## src/rtl/cmac_tx_axis_arbiter_if.sv

```systemverilog
// AXI-Stream bundle for the CMAC TX path (tdata/tkeep/tvalid/tlast/tready).
// The master drives the payload and the slave drives tready.
interface cmac_tx_axis_arbiter_if #(
  parameter int DATA_W = 512,
  parameter int KEEP_W = DATA_W / 8
);
  logic [DATA_W-1:0] tdata;
  logic [KEEP_W-1:0] tkeep;
  logic              tvalid;
  logic              tlast;
  logic              tready;

  modport master (output tdata, output tkeep, output tvalid, output tlast, input tready);
  modport slave  (input tdata, input tkeep, input tvalid, input tlast, output tready);
endinterface

```

## src/rtl/cmac_tx_axis_arbiter.sv

```systemverilog
// Packet-granular round-robin arbiter sharing the CMAC 512-bit TX AXI-Stream
// port between the ERNIC TX stream (s0) and the packet generator (s1).
// Packets are never interleaved; one IDLE cycle separates consecutive packets.
// Also keeps per-source packet counters and a sticky over-length flag.
module cmac_tx_axis_arbiter #(
  parameter int DATA_W    = 512,
  parameter int KEEP_W    = 64,
  parameter int CNT_W     = 32,
  parameter int MAX_BEATS = 256
) (
  input  logic                       clk,
  input  logic                       reset,
  input  logic                       tx_en,
  cmac_tx_axis_arbiter_if.slave      s0_axis,
  cmac_tx_axis_arbiter_if.slave      s1_axis,
  cmac_tx_axis_arbiter_if.master     m_axis,
  output logic                       m_axis_tuser,
  output logic [1:0]                 grant,
  output logic                       busy,
  output logic [CNT_W-1:0]           s0_pkt_cnt,
  output logic [CNT_W-1:0]           s1_pkt_cnt,
  output logic                       len_err
);

  localparam int BEAT_W = $clog2(MAX_BEATS) + 1;

  typedef enum logic {IDLE, SEND} state_t;

  state_t              state;
  logic                last;       // last-served source: 0 = s0, 1 = s1
  logic [BEAT_W-1:0]   beats;      // beats of the current packet, saturating

  logic                owner;
  logic [DATA_W-1:0]   sel_data;
  logic [KEEP_W-1:0]   sel_keep;
  logic                sel_valid;
  logic                sel_last;
  logic                xfer;
  logic                pick;

  assign owner        = grant[1];
  assign m_axis_tuser = 1'b0;

  // Source selection for a new grant: alternate when both request.
  assign pick = (s0_axis.tvalid && s1_axis.tvalid) ? ~last : s1_axis.tvalid;

  // Zero-latency pass-through of the granted source while in SEND; quiet otherwise.
  always_comb begin
    // NOTE: every output gets a default before any branch so no latch is inferred.
    sel_data       = owner ? s1_axis.tdata  : s0_axis.tdata;
    sel_keep       = owner ? s1_axis.tkeep  : s0_axis.tkeep;
    sel_valid      = owner ? s1_axis.tvalid : s0_axis.tvalid;
    sel_last       = owner ? s1_axis.tlast  : s0_axis.tlast;
    m_axis.tdata   = '0;
    m_axis.tkeep   = '0;
    m_axis.tvalid  = 1'b0;
    m_axis.tlast   = 1'b0;
    s0_axis.tready = 1'b0;
    s1_axis.tready = 1'b0;
    if (state == SEND) begin
      m_axis.tdata   = sel_data;
      m_axis.tkeep   = sel_keep;
      m_axis.tvalid  = sel_valid;
      m_axis.tlast   = sel_last;
      s0_axis.tready = ~owner & m_axis.tready;
      s1_axis.tready =  owner & m_axis.tready;
    end
  end

  assign xfer = (state == SEND) && sel_valid && m_axis.tready;

  // Arbitration FSM, beat/packet counters and the over-length flag.
  always_ff @(posedge clk or posedge reset) begin
    // NOTE: sequential state uses non-blocking assignments so all flops update together.
    if (reset) begin
      state      <= IDLE;
      grant      <= 2'b00;
      busy       <= 1'b0;
      last       <= 1'b1;
      beats      <= '0;
      s0_pkt_cnt <= '0;
      s1_pkt_cnt <= '0;
      len_err    <= 1'b0;
    end else begin
      case (state)
        IDLE: begin
          if (tx_en && (s0_axis.tvalid || s1_axis.tvalid)) begin
            grant <= pick ? 2'b10 : 2'b01;
            busy  <= 1'b1;
            state <= SEND;
          end
        end
        SEND: begin
          if (xfer) begin
            if (sel_last) begin
              if (owner) s1_pkt_cnt <= s1_pkt_cnt + CNT_W'(1);
              else       s0_pkt_cnt <= s0_pkt_cnt + CNT_W'(1);
              last  <= owner;
              grant <= 2'b00;
              busy  <= 1'b0;
              beats <= '0;
              state <= IDLE;
            end else begin
              // Flag only; the over-length packet is still forwarded intact.
              if (beats == BEAT_W'(MAX_BEATS - 1)) len_err <= 1'b1;
              if (beats != '1) beats <= beats + BEAT_W'(1);
            end
          end
        end
        default: state <= IDLE;
      endcase
    end
  end

endmodule

```

## src/flat_wrapper.sv

```systemverilog
// flat-port wrapper written by rule: the top's interface ports become plain ports
module cmac_tx_axis_arbiter_flat 
#(
  parameter int DATA_W    = 512,
  parameter int KEEP_W    = 64,
  parameter int CNT_W     = 32,
  parameter int MAX_BEATS = 256
)
  (clk, reset, tx_en, m_axis_tuser, grant, busy, s0_pkt_cnt, s1_pkt_cnt, len_err, s0_axis_tdata, s0_axis_tkeep, s0_axis_tvalid, s0_axis_tlast, s0_axis_tready, s1_axis_tdata, s1_axis_tkeep, s1_axis_tvalid, s1_axis_tlast, s1_axis_tready, m_axis_tdata, m_axis_tkeep, m_axis_tvalid, m_axis_tlast, m_axis_tready);
  cmac_tx_axis_arbiter_if #(.DATA_W(DATA_W), .KEEP_W(KEEP_W)) s0_axis_i ();
  cmac_tx_axis_arbiter_if #(.DATA_W(DATA_W), .KEEP_W(KEEP_W)) s1_axis_i ();
  cmac_tx_axis_arbiter_if #(.DATA_W(DATA_W), .KEEP_W(KEEP_W)) m_axis_i ();
  input  logic clk;
  input  logic reset;
  input  logic tx_en;
  output logic m_axis_tuser;
  output logic [1:0] grant;
  output logic busy;
  output logic [CNT_W-1:0] s0_pkt_cnt;
  output logic [CNT_W-1:0] s1_pkt_cnt;
  output logic len_err;
  input wire logic [$bits(s0_axis_i.tdata)-1:0] s0_axis_tdata;
  input wire logic [$bits(s0_axis_i.tkeep)-1:0] s0_axis_tkeep;
  input wire logic [$bits(s0_axis_i.tvalid)-1:0] s0_axis_tvalid;
  input wire logic [$bits(s0_axis_i.tlast)-1:0] s0_axis_tlast;
  output wire logic [$bits(s0_axis_i.tready)-1:0] s0_axis_tready;
  input wire logic [$bits(s1_axis_i.tdata)-1:0] s1_axis_tdata;
  input wire logic [$bits(s1_axis_i.tkeep)-1:0] s1_axis_tkeep;
  input wire logic [$bits(s1_axis_i.tvalid)-1:0] s1_axis_tvalid;
  input wire logic [$bits(s1_axis_i.tlast)-1:0] s1_axis_tlast;
  output wire logic [$bits(s1_axis_i.tready)-1:0] s1_axis_tready;
  output wire logic [$bits(m_axis_i.tdata)-1:0] m_axis_tdata;
  output wire logic [$bits(m_axis_i.tkeep)-1:0] m_axis_tkeep;
  output wire logic [$bits(m_axis_i.tvalid)-1:0] m_axis_tvalid;
  output wire logic [$bits(m_axis_i.tlast)-1:0] m_axis_tlast;
  input wire logic [$bits(m_axis_i.tready)-1:0] m_axis_tready;
  assign s0_axis_i.tdata = s0_axis_tdata;
  assign s0_axis_i.tkeep = s0_axis_tkeep;
  assign s0_axis_i.tvalid = s0_axis_tvalid;
  assign s0_axis_i.tlast = s0_axis_tlast;
  assign s0_axis_tready = s0_axis_i.tready;
  assign s1_axis_i.tdata = s1_axis_tdata;
  assign s1_axis_i.tkeep = s1_axis_tkeep;
  assign s1_axis_i.tvalid = s1_axis_tvalid;
  assign s1_axis_i.tlast = s1_axis_tlast;
  assign s1_axis_tready = s1_axis_i.tready;
  assign m_axis_tdata = m_axis_i.tdata;
  assign m_axis_tkeep = m_axis_i.tkeep;
  assign m_axis_tvalid = m_axis_i.tvalid;
  assign m_axis_tlast = m_axis_i.tlast;
  assign m_axis_i.tready = m_axis_tready;
  cmac_tx_axis_arbiter #(.DATA_W(DATA_W), .KEEP_W(KEEP_W), .CNT_W(CNT_W), .MAX_BEATS(MAX_BEATS)) u_core (.clk(clk), .reset(reset), .tx_en(tx_en), .s0_axis(s0_axis_i), .s1_axis(s1_axis_i), .m_axis(m_axis_i), .m_axis_tuser(m_axis_tuser), .grant(grant), .busy(busy), .s0_pkt_cnt(s0_pkt_cnt), .s1_pkt_cnt(s1_pkt_cnt), .len_err(len_err));
endmodule
```

## config.mk

```make
export PLATFORM = sky130hd
export DESIGN_NAME = cmac_tx_axis_arbiter_flat
export DESIGN_NICKNAME = d
export VERILOG_FILES = /design/src/rtl/cmac_tx_axis_arbiter_if.sv /design/src/rtl/cmac_tx_axis_arbiter.sv /design/src/flat_wrapper.sv
export SDC_FILE = /design/constraint.sdc
export NUM_CORES = 1
export LEC_CHECK = 0
export CORE_AREA = 4 4 712 714
export CTS_CLUSTER_SIZE = 20
export DETAILED_ROUTE_END_ITERATION = 16
export DIE_AREA = 0 0 716 718
export PLACE_DENSITY_LB_ADDON = 0.08
export SLEW_MARGIN = 15
export SYNTH_ARGS = -nofsm -noshare
export SYNTH_HDL_FRONTEND = slang
export SYNTH_SLANG_ARGS = --single-unit
export TNS_END_PERCENT = 100
```

## constraint.sdc

```tcl
create_clock -name clk -period 5.3 [get_ports clk]
set_clock_uncertainty 0.15 [all_clocks]
set_input_delay 0.53 -clock clk [delete_from_list [all_inputs] [get_ports clk]]
set_output_delay 0.53 -clock clk [all_outputs]
set_load 0.01 [all_outputs]
```

==> metrics.csv <==
stage,metric,value,unit
status,status,completed,
logic_synthesis,Synth Area in Adders,0.005128,
cells_and_area,Fill cells,58830,
power_and_ir_drop,Leak,11.83,nW
logic_synthesis,Synth Area in Compound Gates,0.005230,
placed_design,PortBufs,1807,
sta,Final Max Tran Viols,0,
worst_setup_path,CP required,4.62,ns
worst_setup_path,Worst setup SP type,flip-flop,
logic_synthesis,largest family of logic cells by synthesized area,multiplexers,
route,first-pass iteration count of the detailed router,5,
cells_and_area,fin area,0.03930,sq mm
power_and_ir_drop,switching pwr,7.439,mW
sta,setup_tns,0,ns
worst_setup_path,CP Capture Type,output port,
clock_tree,Worst-Skew Late Latency,0.41,ns
power_and_ir_drop,VDD IR max,0.2142,mV
placed_design,Routability Congestion,0.8641,
worst_setup_path,Critical Path Max Stage Delay,0.77,ns
clock_tree,hold_buf cts,0,
cells_and_area,FF+latch area,0.001982,sq mm
route,Post-route DRC,0,
global_routing,largest net degree at the start of global routing,82,
die,core area,0.5003,sq mm
route,met3 routed wirelength,39160,um
logic_synthesis,Yosys cell types,43,
logic_synthesis,post-synthesis net count,2785,
die,Placement Rows,260,
logic_synthesis,Synth top area share,0.4742,
route,initial DRC count,968,
route,vias,21430,
clock_tree,TritonCTS clock tree,yes,
logic_synthesis,post-synthesis mux area share,0.4770,
clock_tree,clk sinks,79,
logic_synthesis,ys flop type,dfrtp_1,
clock_tree,CTS Buffer Depth,2,
worst_setup_path,Worst EP arrival,3.78,ns
worst_setup_path,Worst R2R Start,u_core.grant[1],
clock_tree,H-tree depth,3,
sta,Worst-Margin Slew,1.074,ns
logic_synthesis,Syn Area/Cell,7.531,sq um
global_routing,GRT Total Usage,0.1375,
logic_synthesis,synthesized flop and latch total,79,
logic_synthesis,yosys warns,0,
cells_and_area,share of layout cells above drive strength 1,0.02822,
power_and_ir_drop,switch share,0.5468,
sta,Setup Viol. Count Final,0,
sta,final period utilization,0.8411,
power_and_ir_drop,Comb pwr share,0.884,
global_routing,GRT overflow,0,
cells_and_area,most frequent cells in the layout,"clkdlybuf4s50_1 (1806), nor2_1 (600), mux2i_1 (577)",
logic_synthesis,Post-synth EDFFs,0,
global_routing,vias in the first global route,21640,
route,DRT Wirelength,367500,um
logic_synthesis,sequential share of the synthesized area,0.1621,
worst_setup_path,worst setup path start,u_core.grant[1],
power_and_ir_drop,Power per Cell Area,346.2,mW/mm^2
placed_design,dpl cell area,0.03871,sq mm
power_and_ir_drop,sequential share of power,0.055,
sta,final hold violations,0,
job,maxcap violations,0,
worst_setup_path,Crit path max-delay family,buffers and inverters,
worst_setup_path,CP bufs+invs,4,
route,met1 wire length,142200,um
logic_synthesis,synthesized area,0.01220,sq mm
worst_setup_path,reg2reg end,u_core.s1_pkt_cnt[30],
clock_tree,# Post-CTS Setup Buffers,0,
logic_synthesis,Synth Area in Simple Gates,0.2518,
die,# IOs,1809,
route,DR WL met2,180200,um
die,DIE WIDTH,716,um
sta,Peak Freq,224.3,MHz
logic_synthesis,"top cells by area, synth","mux2i_1 (47%), nor2_1 (18%), dfrtp_1 (16%)",
sta,Max-slew headroom,0.2786,
route,vias per inst,2.114,
placed_design,Post-DP HPWL,344900,um
die,Starting Density,0.02438,
clock_tree,clock root buffer,clkbuf_16,
clock_tree,CTS resizes,0,
logic_synthesis,asr flop ratio synth,1.000,
hold_path,min-delay worst type,input pin to asynchronous set/reset pin,
sta,final worst path period need,4.458,ns
power_and_ir_drop,Internal,6.166,mW
worst_setup_path,Crit Path Class,flip-flop to output port,
worst_setup_path,flop-to-flop setup slack,2.16,ns
global_routing,first-pass GRT wire length,421000,um
power_and_ir_drop,Clock Power Share,0.060,
die,Die ar.,0.5141,sq mm
worst_setup_path,reg2reg path depth,7,
clock_tree,CTS clock-pin slew for the worst setup and hold paths,0.08,ns
route,WL/cell,36.25,um
sta,RSZ-0062 raised after global routing,no,
route,post-detailed-route count of antenna-violating nets,0,
global_routing,initial antenna violation count,433,
cells_and_area,Nets,4527,
cells_and_area,"most common cell after layout, fill and taps aside",clkdlybuf4s50_1,
die,die height,718,um
logic_synthesis,Synth Area in XOR/XNOR,0.04882,
route,highest metal used,met5,
logic_synthesis,leading area contributor after synthesis,mux2i_1,
cells_and_area,Area Growth Syn to Fin,222.1,%
worst_setup_path,Critical-path top delay cell,mux2i_1,
worst_setup_path,"critical path fanouts, max",43,
cells_and_area,Multi-input gate area,0.009629,sq mm
clock_tree,total CTS buffers,9,
worst_setup_path,crit path cell chain,buf_16 > buf_4 > buf_12 > mux2i_1 > nor2_1 > clkdlybuf4s50_1,
logic_synthesis,Post-Syn Instances,1620,
==> final cells by class <==
cell class | instances | area share
Tap cell | 6681 | 0.2127
Inverter | 7 | 0.0008595
Timing Repair Buffer | 1863 | 0.4763
Sequential cell | 79 | 0.05043
Clock buffer | 9 | 0.005730
Clock inverter | 7 | 0.003215
Antenna cell | 90 | 0.005730
Multi-Input combinational cell | 1402 | 0.2450
==> power groups by stage <==
stage | Combinational (mW) | Sequential [mW] | Clock, mW
floorplan | 4.09 | 0.721 | 0
global placement | 12.7 | 0.826 | 0
detailed placement | 12.6 | 0.776 | 0
CTS | 12.6 | 0.764 | 0.872
global route | 12.9 | 0.767 | 0.871
finish | 12.0 | 0.753 | 0.823
==> state kept, by name (all words and copies together) (netlist names) <==
signal / count
u_core.beats: 9
u_core.busy: 1
u_core.grant: 2
u_core.last: 1
u_core.len_err: 1
u_core.s0_pkt_cnt: 32
u_core.s1_pkt_cnt: 32
u_core.state: 1
==> logic make-up after synthesis <==
family / Yosys count
mux: 581
compound gates: 9
flops: 79
buf+inv: 139
other cells: 1
simple gates: 738
xor+xnor: 68
fa+ha+maj: 5
==> Yosys cell counts (3+ instances only) <==
cell and number:
dfrtp_1 78, xor2_1 34, and3_1 11, nand2_1 37, buf_2 54, o21ai_0 3, buf_1 10, and4_1 8
nand3_1 32, ha_1 5, nor3_1 9, nor4_1 3, nand4_1 16, clkbuf_1 64, mux2i_1 578, or3_1 5
mux2_2 3, xnor2_1 34, inv_1 7, nor2_1 601
==> metrics by stage <==
step | power (mW) | util | setup slack, ns | hold slack, ns | cells
floorplan | 4.811 | - | 2.598 | 0.3466 | 1620
global placement | 13.51 | 0.07724 | 0.7232 | 0.3226 | 10030
detailed placement | 13.35 | 0.07737 | 1.118 | 0.3073 | 10030
CTS | 14.28 | 0.07807 | 0.6425 | 0.3320 | 10050
global route | 14.49 | 0.07815 | 0.7194 | 0.2872 | 10060
finish | 13.61 | 0.07855 | 0.8421 | 0.2720 | 10140
==> metal layers <==
| metal | global-route usage | vias to the layer above |
|---|---|---|
| met3 | 0.06505 | 633 |
| met5 | 0 | - |
| met2 | 0.2444 | 1506 |
| met4 | 0.01090 | 172 |
| met1 | 0.1536 | 10020 |
| li1 | - | 9098 |
==> how the worst max path moves through the flow <==
stage,cells past startpoint,to,slack [ns]
after detailed placement,6,m_axis_tdata[279],1.12
after floorplan,1,u_core.beats[0],2.60
after CTS,6,m_axis_tdata[279],0.64
final,6,m_axis_tdata[292],0.84
after global routing,6,m_axis_tdata[279],0.72
after global placement,5,u_core.s1_pkt_cnt[11],0.72
==> worst reg2reg max path, stage by stage, from the launching register on <==
cell	delay [ns]
dfrtp_4	0.74
buf_4	0.28
nand3_2	0.16
inv_1	0.25
nand4_4	0.25
or3_1	0.67
nor3_1	0.38
xor2_1	0.17
Note: power is estimated with default switching activity, not from simulation.
